===== src/rtl/m68k_bus_target_pkg.sv =====
// Shared definitions for the 68000 bus responder: default widths, the FSM
// state encoding and the bus-cycle start qualifier.
package m68k_bus_target_pkg;

    localparam int unsigned DEF_ADDR_BITS      = 23;
    localparam int unsigned DEF_TIMEOUT_BITS   = 8;
    localparam int unsigned DEF_TIMEOUT_CYCLES = 200;
    localparam int unsigned DATA_BITS          = 16;
    localparam int unsigned BE_BITS            = 2;

    typedef enum logic [1:0] {
        S_IDLE = 2'd0,
        S_REQ  = 2'd1,
        S_ACK  = 2'd2,
        S_BERR = 2'd3
    } state_t;

    // A cycle starts once AS and at least one data strobe are low; writes
    // assert DS after AS, so AS alone must not start a cycle.
    function automatic logic bus_start(input logic as_n, input logic uds_n,
                                       input logic lds_n);
        return !as_n && (!uds_n || !lds_n);
    endfunction

endpackage


===== src/rtl/m68k_bus_target_if.sv =====
// CPU bus + memory request bundle for m68k_bus_target.
//  slave  : the responder's view (samples CPU strobes, drives dtack/berr,
//           drives the memory request, samples mem_ack/mem_rdata).
//  master : the environment's view (CPU and memory model).
interface m68k_bus_target_if
    import m68k_bus_target_pkg::*;
#(
    parameter int unsigned ADDR_BITS = DEF_ADDR_BITS
);
    logic                 as_n;
    logic                 uds_n;
    logic                 lds_n;
    logic                 rw;
    logic [ADDR_BITS-1:0] addr;
    logic [DATA_BITS-1:0] cpu_dout;
    logic [DATA_BITS-1:0] cpu_din;
    logic                 dtack_n;
    logic                 berr_n;
    logic                 mem_req;
    logic                 mem_we;
    logic [ADDR_BITS-1:0] mem_addr;
    logic [BE_BITS-1:0]   mem_be;
    logic [DATA_BITS-1:0] mem_wdata;
    logic                 mem_ack;
    logic [DATA_BITS-1:0] mem_rdata;
    logic                 busy;

    modport slave (
        input  as_n, uds_n, lds_n, rw, addr, cpu_dout, mem_ack, mem_rdata,
        output cpu_din, dtack_n, berr_n, mem_req, mem_we, mem_addr, mem_be,
               mem_wdata, busy
    );

    modport master (
        output as_n, uds_n, lds_n, rw, addr, cpu_dout, mem_ack, mem_rdata,
        input  cpu_din, dtack_n, berr_n, mem_req, mem_we, mem_addr, mem_be,
               mem_wdata, busy
    );
endinterface


===== src/rtl/m68k_bus_target.sv =====
// Bus responder for the fx68k core: converts AS/UDS/LDS/RW bus cycles into a
// single outstanding req/ack memory transaction, answers with DTACKn, or with
// BERRn when memory does not answer within TIMEOUT_CYCLES.
// Ports: clk, rst (async, active high), bus (m68k_bus_target_if.slave:
// CPU strobes/address/data, dtack_n/berr_n/cpu_din, mem_* request, busy).
// Every output is a register; no input reaches dtack_n/berr_n combinationally.
module m68k_bus_target
    import m68k_bus_target_pkg::*;
#(
    parameter int unsigned ADDR_BITS      = DEF_ADDR_BITS,
    parameter int unsigned TIMEOUT_BITS   = DEF_TIMEOUT_BITS,
    parameter int unsigned TIMEOUT_CYCLES = DEF_TIMEOUT_CYCLES
) (
    input  logic                   clk,
    input  logic                   rst,
    m68k_bus_target_if.slave       bus
);

    localparam logic [TIMEOUT_BITS-1:0] CNT_LAST = TIMEOUT_BITS'(TIMEOUT_CYCLES - 1);

    state_t                  state_q,     state_d;
    logic [TIMEOUT_BITS-1:0] cnt_q,       cnt_d;
    logic                    dtack_n_q,   dtack_n_d;
    logic                    berr_n_q,    berr_n_d;
    logic                    mem_req_q,   mem_req_d;
    logic                    mem_we_q,    mem_we_d;
    logic [ADDR_BITS-1:0]    mem_addr_q,  mem_addr_d;
    logic [BE_BITS-1:0]      mem_be_q,    mem_be_d;
    logic [DATA_BITS-1:0]    mem_wdata_q, mem_wdata_d;
    logic [DATA_BITS-1:0]    cpu_din_q,   cpu_din_d;
    logic                    busy_q,      busy_d;

    // Next-state and next-output logic.
    always_comb begin
        state_d     = state_q;
        cnt_d       = cnt_q;
        dtack_n_d   = dtack_n_q;
        berr_n_d    = berr_n_q;
        mem_req_d   = mem_req_q;
        mem_we_d    = mem_we_q;
        mem_addr_d  = mem_addr_q;
        mem_be_d    = mem_be_q;
        mem_wdata_d = mem_wdata_q;
        cpu_din_d   = cpu_din_q;

        case (state_q)
            S_IDLE: begin
                if (bus_start(bus.as_n, bus.uds_n, bus.lds_n)) begin
                    mem_addr_d  = bus.addr;
                    mem_we_d    = ~bus.rw;
                    mem_be_d    = {~bus.uds_n, ~bus.lds_n};
                    mem_wdata_d = bus.cpu_dout;
                    mem_req_d   = 1'b1;
                    cnt_d       = '0;
                    state_d     = S_REQ;
                end
            end
            S_REQ: begin
                if (cnt_q != CNT_LAST) begin
                    cnt_d = cnt_q + TIMEOUT_BITS'(1);
                end
                // Priority: ack beats timeout, timeout beats CPU abort.
                if (bus.mem_ack) begin
                    mem_req_d = 1'b0;
                    dtack_n_d = 1'b0;
                    cnt_d     = '0;
                    if (!mem_we_q) begin
                        cpu_din_d = bus.mem_rdata;
                    end
                    state_d   = S_ACK;
                end else if (cnt_q == CNT_LAST) begin
                    mem_req_d = 1'b0;
                    berr_n_d  = 1'b0;
                    cnt_d     = '0;
                    state_d   = S_BERR;
                end else if (bus.as_n) begin
                    mem_req_d = 1'b0;
                    cnt_d     = '0;
                    state_d   = S_IDLE;
                end
            end
            S_ACK: begin
                if (bus.as_n) begin
                    dtack_n_d = 1'b1;
                    state_d   = S_IDLE;
                end
            end
            S_BERR: begin
                if (bus.as_n) begin
                    berr_n_d = 1'b1;
                    state_d  = S_IDLE;
                end
            end
            default: begin
                state_d = S_IDLE;
            end
        endcase

        busy_d = (state_d != S_IDLE);
    end

    // State and output registers.
    always_ff @(posedge clk or posedge rst) begin
        if (rst) begin
            state_q     <= S_IDLE;
            cnt_q       <= '0;
            dtack_n_q   <= 1'b1;
            berr_n_q    <= 1'b1;
            mem_req_q   <= 1'b0;
            mem_we_q    <= 1'b0;
            mem_addr_q  <= '0;
            mem_be_q    <= '0;
            mem_wdata_q <= '0;
            cpu_din_q   <= '0;
            busy_q      <= 1'b0;
        end else begin
            state_q     <= state_d;
            cnt_q       <= cnt_d;
            dtack_n_q   <= dtack_n_d;
            berr_n_q    <= berr_n_d;
            mem_req_q   <= mem_req_d;
            mem_we_q    <= mem_we_d;
            mem_addr_q  <= mem_addr_d;
            mem_be_q    <= mem_be_d;
            mem_wdata_q <= mem_wdata_d;
            cpu_din_q   <= cpu_din_d;
            busy_q      <= busy_d;
        end
    end

    assign bus.dtack_n   = dtack_n_q;
    assign bus.berr_n    = berr_n_q;
    assign bus.mem_req   = mem_req_q;
    assign bus.mem_we    = mem_we_q;
    assign bus.mem_addr  = mem_addr_q;
    assign bus.mem_be    = mem_be_q;
    assign bus.mem_wdata = mem_wdata_q;
    assign bus.cpu_din   = cpu_din_q;
    assign bus.busy      = busy_q;

endmodule


===== src/flat_wrapper.sv =====
// flat-port wrapper written by rule: the top's interface ports become plain ports
module m68k_bus_target_flat import m68k_bus_target_pkg::*;
#(
    parameter int unsigned ADDR_BITS      = DEF_ADDR_BITS,
    parameter int unsigned TIMEOUT_BITS   = DEF_TIMEOUT_BITS,
    parameter int unsigned TIMEOUT_CYCLES = DEF_TIMEOUT_CYCLES
)
  (clk, rst, bus_as_n, bus_uds_n, bus_lds_n, bus_rw, bus_addr, bus_cpu_dout, bus_mem_ack, bus_mem_rdata, bus_cpu_din, bus_dtack_n, bus_berr_n, bus_mem_req, bus_mem_we, bus_mem_addr, bus_mem_be, bus_mem_wdata, bus_busy);
  m68k_bus_target_if #(.ADDR_BITS(ADDR_BITS)) bus_i ();
  input  logic clk;
  input  logic rst;
  input wire logic [$bits(bus_i.as_n)-1:0] bus_as_n;
  input wire logic [$bits(bus_i.uds_n)-1:0] bus_uds_n;
  input wire logic [$bits(bus_i.lds_n)-1:0] bus_lds_n;
  input wire logic [$bits(bus_i.rw)-1:0] bus_rw;
  input wire logic [$bits(bus_i.addr)-1:0] bus_addr;
  input wire logic [$bits(bus_i.cpu_dout)-1:0] bus_cpu_dout;
  input wire logic [$bits(bus_i.mem_ack)-1:0] bus_mem_ack;
  input wire logic [$bits(bus_i.mem_rdata)-1:0] bus_mem_rdata;
  output wire logic [$bits(bus_i.cpu_din)-1:0] bus_cpu_din;
  output wire logic [$bits(bus_i.dtack_n)-1:0] bus_dtack_n;
  output wire logic [$bits(bus_i.berr_n)-1:0] bus_berr_n;
  output wire logic [$bits(bus_i.mem_req)-1:0] bus_mem_req;
  output wire logic [$bits(bus_i.mem_we)-1:0] bus_mem_we;
  output wire logic [$bits(bus_i.mem_addr)-1:0] bus_mem_addr;
  output wire logic [$bits(bus_i.mem_be)-1:0] bus_mem_be;
  output wire logic [$bits(bus_i.mem_wdata)-1:0] bus_mem_wdata;
  output wire logic [$bits(bus_i.busy)-1:0] bus_busy;
  assign bus_i.as_n = bus_as_n;
  assign bus_i.uds_n = bus_uds_n;
  assign bus_i.lds_n = bus_lds_n;
  assign bus_i.rw = bus_rw;
  assign bus_i.addr = bus_addr;
  assign bus_i.cpu_dout = bus_cpu_dout;
  assign bus_i.mem_ack = bus_mem_ack;
  assign bus_i.mem_rdata = bus_mem_rdata;
  assign bus_cpu_din = bus_i.cpu_din;
  assign bus_dtack_n = bus_i.dtack_n;
  assign bus_berr_n = bus_i.berr_n;
  assign bus_mem_req = bus_i.mem_req;
  assign bus_mem_we = bus_i.mem_we;
  assign bus_mem_addr = bus_i.mem_addr;
  assign bus_mem_be = bus_i.mem_be;
  assign bus_mem_wdata = bus_i.mem_wdata;
  assign bus_busy = bus_i.busy;
  m68k_bus_target #(.ADDR_BITS(ADDR_BITS), .TIMEOUT_BITS(TIMEOUT_BITS), .TIMEOUT_CYCLES(TIMEOUT_CYCLES)) u_core (.clk(clk), .rst(rst), .bus(bus_i));
endmodule

===== config.mk =====
export PLATFORM = sky130hd
export DESIGN_NAME = m68k_bus_target_flat
export DESIGN_NICKNAME = d
export VERILOG_FILES = /design/src/rtl/m68k_bus_target_pkg.sv /design/src/rtl/m68k_bus_target_if.sv /design/src/rtl/m68k_bus_target.sv /design/src/flat_wrapper.sv
export SDC_FILE = /design/constraint.sdc
export NUM_CORES = 1
export LEC_CHECK = 0
export ABC_AREA = 0
export BUFFER_PORTS_ARGS = -buffer_cell sky130_fd_sc_hd__buf_4
export CAP_MARGIN = 20
export CELL_PAD_IN_SITES_DETAIL_PLACEMENT = 1
export CELL_PAD_IN_SITES_GLOBAL_PLACEMENT = 1
export CORE_ASPECT_RATIO = 1.75
export CORE_MARGIN = 2
export CORE_UTILIZATION = 40
export CTS_CLUSTER_SIZE = 40
export DETAILED_ROUTE_END_ITERATION = 10
export GPL_TIMING_DRIVEN = 0
export PLACE_DENSITY = 0.81
export RECOVER_POWER = 50
export SETUP_SLACK_MARGIN = 0.05
export SYNTH_ARGS = -nofsm -noshare
export SYNTH_HDL_FRONTEND = slang
export SYNTH_SLANG_ARGS = --single-unit
export TNS_END_PERCENT = 5

===== constraint.sdc =====
create_clock -name clk -period 4.5 [get_ports clk]
set_clock_uncertainty 0.05 [all_clocks]
set_input_delay 0.9 -clock clk [delete_from_list [all_inputs] [get_ports clk]]
set_output_delay 0.9 -clock clk [all_outputs]
set_load 0.1 [all_outputs]

# Word level (Yosys, flattened, before mapping)
# Cells that the tools add are included.
[classes]
n_addsub = 1
multipliers = 0
n_div = 0
order_cmp = 0
eq_ne = 13
shift = 0
muxes = 22
n_bitwise = 4
reduce_logical = 17
[op_table]
columns = ["cell", "n"]
rows = [
  ["$mux W8", 5],
  ["$pmux W8 S2", 1],
  ["$reduce_and A3 Y1", 4],
  ["$add A8 B1 Y8 const B", 1],
  ["$eq A8 B8 Y1 const B", 1],
  ["$mux W1", 8],
  ["$mux W2", 4],
  ["$ne A2 B2 Y1 const B", 4],
  ["$ne A8 B8 Y1 const B", 1],
  ["$reduce_bool A2 Y1", 4],
  ["$pmux W1 S2", 3],
  ["$pmux W2 S3", 1],
  ["$ne A5 B3 Y1 const B", 1],
  ["$eq A2 B2 Y1 const B", 2],
  ["$ne A2 B1 Y1 const B", 2],
  ["$ne A4 B3 Y1 const B", 1],
  ["$not A1 Y1", 4],
  ["$reduce_and A4 Y1", 1],
  ["$logic_not A1 Y1", 3],
  ["$eq A2 B1 Y1 const B", 1],
  ["$logic_not A2 Y1", 1],
  ["$reduce_and A2 Y1", 1],
  ["$reduce_or A2 Y1", 1],
  ["$logic_and A1 B1 Y1", 1],
  ["$logic_or A1 B1 Y1", 1],
]
[word_totals]
register_bits = 72
latchBits = 0
ram_bits = 0
romBits = 0
input_bits = 62
wordCells = 68
mem_count = 0

# Longest topological paths before layout
[depth]
ltp_word = 6
ltp_mapped = 7
mapped_depth_nobuf = 5

# Least setup slack after synthesis
# Ideal clock, no wire load.
[synth_timing]
path_kind = "in2reg"
start = "in bus_uds_n"
end = "reg u_core.mem_addr_q[10], in the netlist u_core.bus.mem_addr[10]"
t_arrival_ps = 1973
path_slack_ps = 2352
path_stages = 5
n_path_buf = 2
path_cell_list = "a21oi_1 and3_1 buf_2 buf_2 mux2_2"
[synth_via]
elab_chain_len = 4
[synth_rtl]
columns = ["element", "line", "rtl"]
rows = [
  ["start: declaration", "flat_wrapper.sv:13", "input wire logic [$bits(bus_i.uds_n)-1:0] bus_uds_n;"],
  ["$logic_not A1 Y1", "m68k_bus_target_pkg.sv:22", "return !as_n && (!uds_n || !lds_n);"],
  ["$logic_or A1 B1 Y1", "m68k_bus_target_pkg.sv:22", ""],
  ["$logic_and A1 B1 Y1", "m68k_bus_target_pkg.sv:22", ""],
  ["$reduce_and A2 Y1 (no line)", "-", ""],
  ["end signal: assignment", "m68k_bus_target.sv:123", "mem_addr_q <= mem_addr_d;"],
  ["end: declaration", "m68k_bus_target.sv:27", "logic [ADDR_BITS-1:0] mem_addr_q, mem_addr_d;"],
]
# Every way passes these cells.
# A chain may end at the register's enable or synchronous reset.

# Worst setup path after layout
[layout_timing]
start = "in bus_mem_ack"
end = "reg u_core.cpu_din_q[1], in the netlist u_core.bus.cpu_din[1]"
[layout_via]
elab_chain_len = 1
[layout_rtl]
columns = ["element", "line", "rtl"]
rows = [
  ["start: declaration", "flat_wrapper.sv:18", "input wire logic [$bits(bus_i.mem_ack)-1:0] bus_mem_ack;"],
  ["$reduce_and A3 Y1 (no line)", "-", ""],
  ["end signal: assignment", "m68k_bus_target.sv:126", "cpu_din_q <= cpu_din_d;"],
  ["end: declaration", "m68k_bus_target.sv:30", "logic [DATA_BITS-1:0] cpu_din_q, cpu_din_d;"],
]
# Every way passes these cells.

==> metrics.cfg <==
[clocking]
cts_hold_buf=0
ctsResizeCount=0
cts_made_buffers=9
clkLatencyLatePin_ns=0.32
path_clk_slew_ns=0.05
cts_max_level=3
postCtsSetupBuffers=0
cts_root_buf=clkbuf_16
cts_max_path_buffers=2
clkSinkCount=72
cts_tree=built

[routing]
drt-pass1-iter-count=4
wire_per_inst_um=17.7
via_count=2161
antenna_left=0
drtIter0Drc=98
finalWirelength_um=7560
drc_errors=0
routed_via_density=5.07

[synthesis]
synth_area_leaders=dfrtp_1, mux2_2, dfstp_2, a21oi_1, nand2_1
synth.top_cell.area_share_pct=60.2
synth_seq_cells=72
synth_area_um2=2910
synthArstFlopShare_pct=100
synth.top_cells.by_count=dfrtp_1, mux2_2, a21oi_1, nand2_1, buf_2
syn-instance-count=201
yosysSeqAreaShare_pct=62.0
synth_flop_cell=dfrtp_1
synth_edf_count=0
synth.most_common_cell=dfrtp_1
synth.largest_area_cell=dfrtp_1
synthDistinctLibCells=33
synth_fp_nets=264
synth_warnings=0
avgSynthCellArea_um2=14.5

[sta]
finalHoldWorstSlack_ns=0.439
period_share_pct=58.8
setup_ws_ns=1.86
max_freq_mhz=378
setup_viol=0
rsz0062_at_grt=no
setup_tns_ns=0
worstMarginPinSlew_ns=1.20
relSlewSlack_pct=20.6
hold_violations=0
slew_violations=0
post-route-min-period_ns=2.64

[placed_design]
pre_cts_slack_ns=1.88
place_hpwl_um=5420
place.port_buffers=123
place_congestion=0.797
place_area_um2=3940

[global_route]
grt-ovfl-total=0
grt_pass1_vias=2391
grt_max_degree=73
antenna_found_initial=0
grt_first_pass_wirelength_um=11500
grt_usage_pct=20.1

[floorplanning]
dieArea_um2=8000
initial_core_util_pct=40.8
coreArea_um2=7130
die_h_um=117
die_width_um=68.5
rows=41
io_pins=124

[setup_path]
cp.required_ns=4.65
path_class=in2reg
rr_worst_depth=5
rrSetupSlack_ns=2.19
cp.arrival_ns=2.80
start_kind=input pin
path_max_fanout=10
timing.rr.start=u_core.state_q[0]$_DFF_PP0_
critPathCaptureType=register
r2r-end=u_core.bus.cpu_din[1]$_DFFE_PP0P_

[layout]
drive_above_1_share_pct=54.7
stdcell_area_um2=4150
finalNetCount=398
syn_to_final_growth_pct=42.6
diodes=0

[min_path]
hp-start=u_core.cnt_q[7]$_DFFE_PP0P_
hold_path_depth=1
min_to=u_core.cnt_q[7]$_DFFE_PP0P_
hold_class=reg2reg

[status]
outcome=completed

[job]
maxCapViolCount=0

[cells in the final DEF, fill, tap and decap left out, drive strengths merged, types with 4 or more instances in the layout]
cell,instances
nand3b,4
clkbuf,38
inv,5
nand2,9
mux2,56
a21oi,10
nand3,4
dfrtp,70
nor2,4
buf,108
o21ai,4
[stage by stage]
| stage | utilization [%] | std cells |
|---|---|---|
| CTS | 60.0 | 426 |
| global route | 58.2 | 426 |
| detailed placement | 55.3 | 410 |
| finish | 58.2 | 426 |
| floorplan | - | 201 |
| global placement | 55.3 | 410 |
[sequential cells by signal, indices dropped and copies added (netlist names)]
| signal | count |
|---|---|
| u_core.bus.berr_n | 1 |
| u_core.bus.busy | 1 |
| u_core.bus.cpu_din | 16 |
| u_core.bus.dtack_n | 1 |
| u_core.bus.mem_addr | 23 |
| u_core.bus.mem_be | 2 |
| u_core.bus.mem_req | 1 |
| u_core.bus.mem_wdata | 16 |
| u_core.bus.mem_we | 1 |
| u_core.cnt_q | 8 |
| u_core.state_q | 2 |
[critical path: stages]
cell	delay (ns)
clkbuf_1	0.19
nand2_1	0.10
nor3_1	0.81
buf_2	0.41
mux2_2	0.38
[metal layers]
layer | vias up | GRT usage [%] | routed length, um
met5 | - | 0 | 0
met4 | 0 | 10.4 | 289
met3 | 20 | 5.93 | 452
met2 | 81 | 36.5 | 4350
met1 | 1075 | 19.5 | 2470
li1 | 985 | - | -
[layout make-up]
| class | count | area, um^2 |
|---|---|---|
| plain buffers | 9 | 45.0 |
| clock buffers | 14 | 274 |
| clock inverters | 2 | 60.1 |
| fillers | 759 | 2980 |
| inverters | 5 | 21.3 |
| multi-input cells | 115 | 996 |
| flip-flops and latches | 72 | 1800 |
| well taps | 86 | 108 |
| repair buffers | 123 | 841 |
[cell families after synthesis]
family                     Yosys count  share of synthesized area (%)
AOI/OAI and AO/OA                   26                           5.98
adders and majority gates            1                          0.430
DFF                                 72                           62.0
and+or+nand+nor                     30                           5.81
xor gates and xnor gates             1                          0.301
muxes                               57                           22.0
buffers and inverters               14                           3.44
[how the worst max path moves through the flow]
| stage | from | endpoint | slack, ns | cells after the start |
|---|---|---|---|---|
| 3_3_place_gp | rst | u_core.bus.mem_addr[10]$_DFFE_PP0P_ | 0.82 | 2 |
| 6_report | bus_mem_ack | u_core.bus.cpu_din[1]$_DFFE_PP0P_ | 1.86 | 5 |
| 4_1_cts | bus_uds_n | u_core.bus.mem_addr[12]$_DFFE_PP0P_ | 2.24 | 6 |
| 3_5_place_dp | bus_as_n | u_core.bus.mem_addr[15]$_DFFE_PP0P_ | 1.88 | 6 |
| 5_1_grt | bus_mem_ack | u_core.bus.cpu_din[1]$_DFFE_PP0P_ | 1.70 | 5 |
| 2_1_floorplan | rst | u_core.bus.busy$_DFF_PP0_ | 1.73 | 1 |
Power is left out: the tool's default activity adds up to more than one toggle a clock period on the data nets, which glitch-free logic cannot reach.
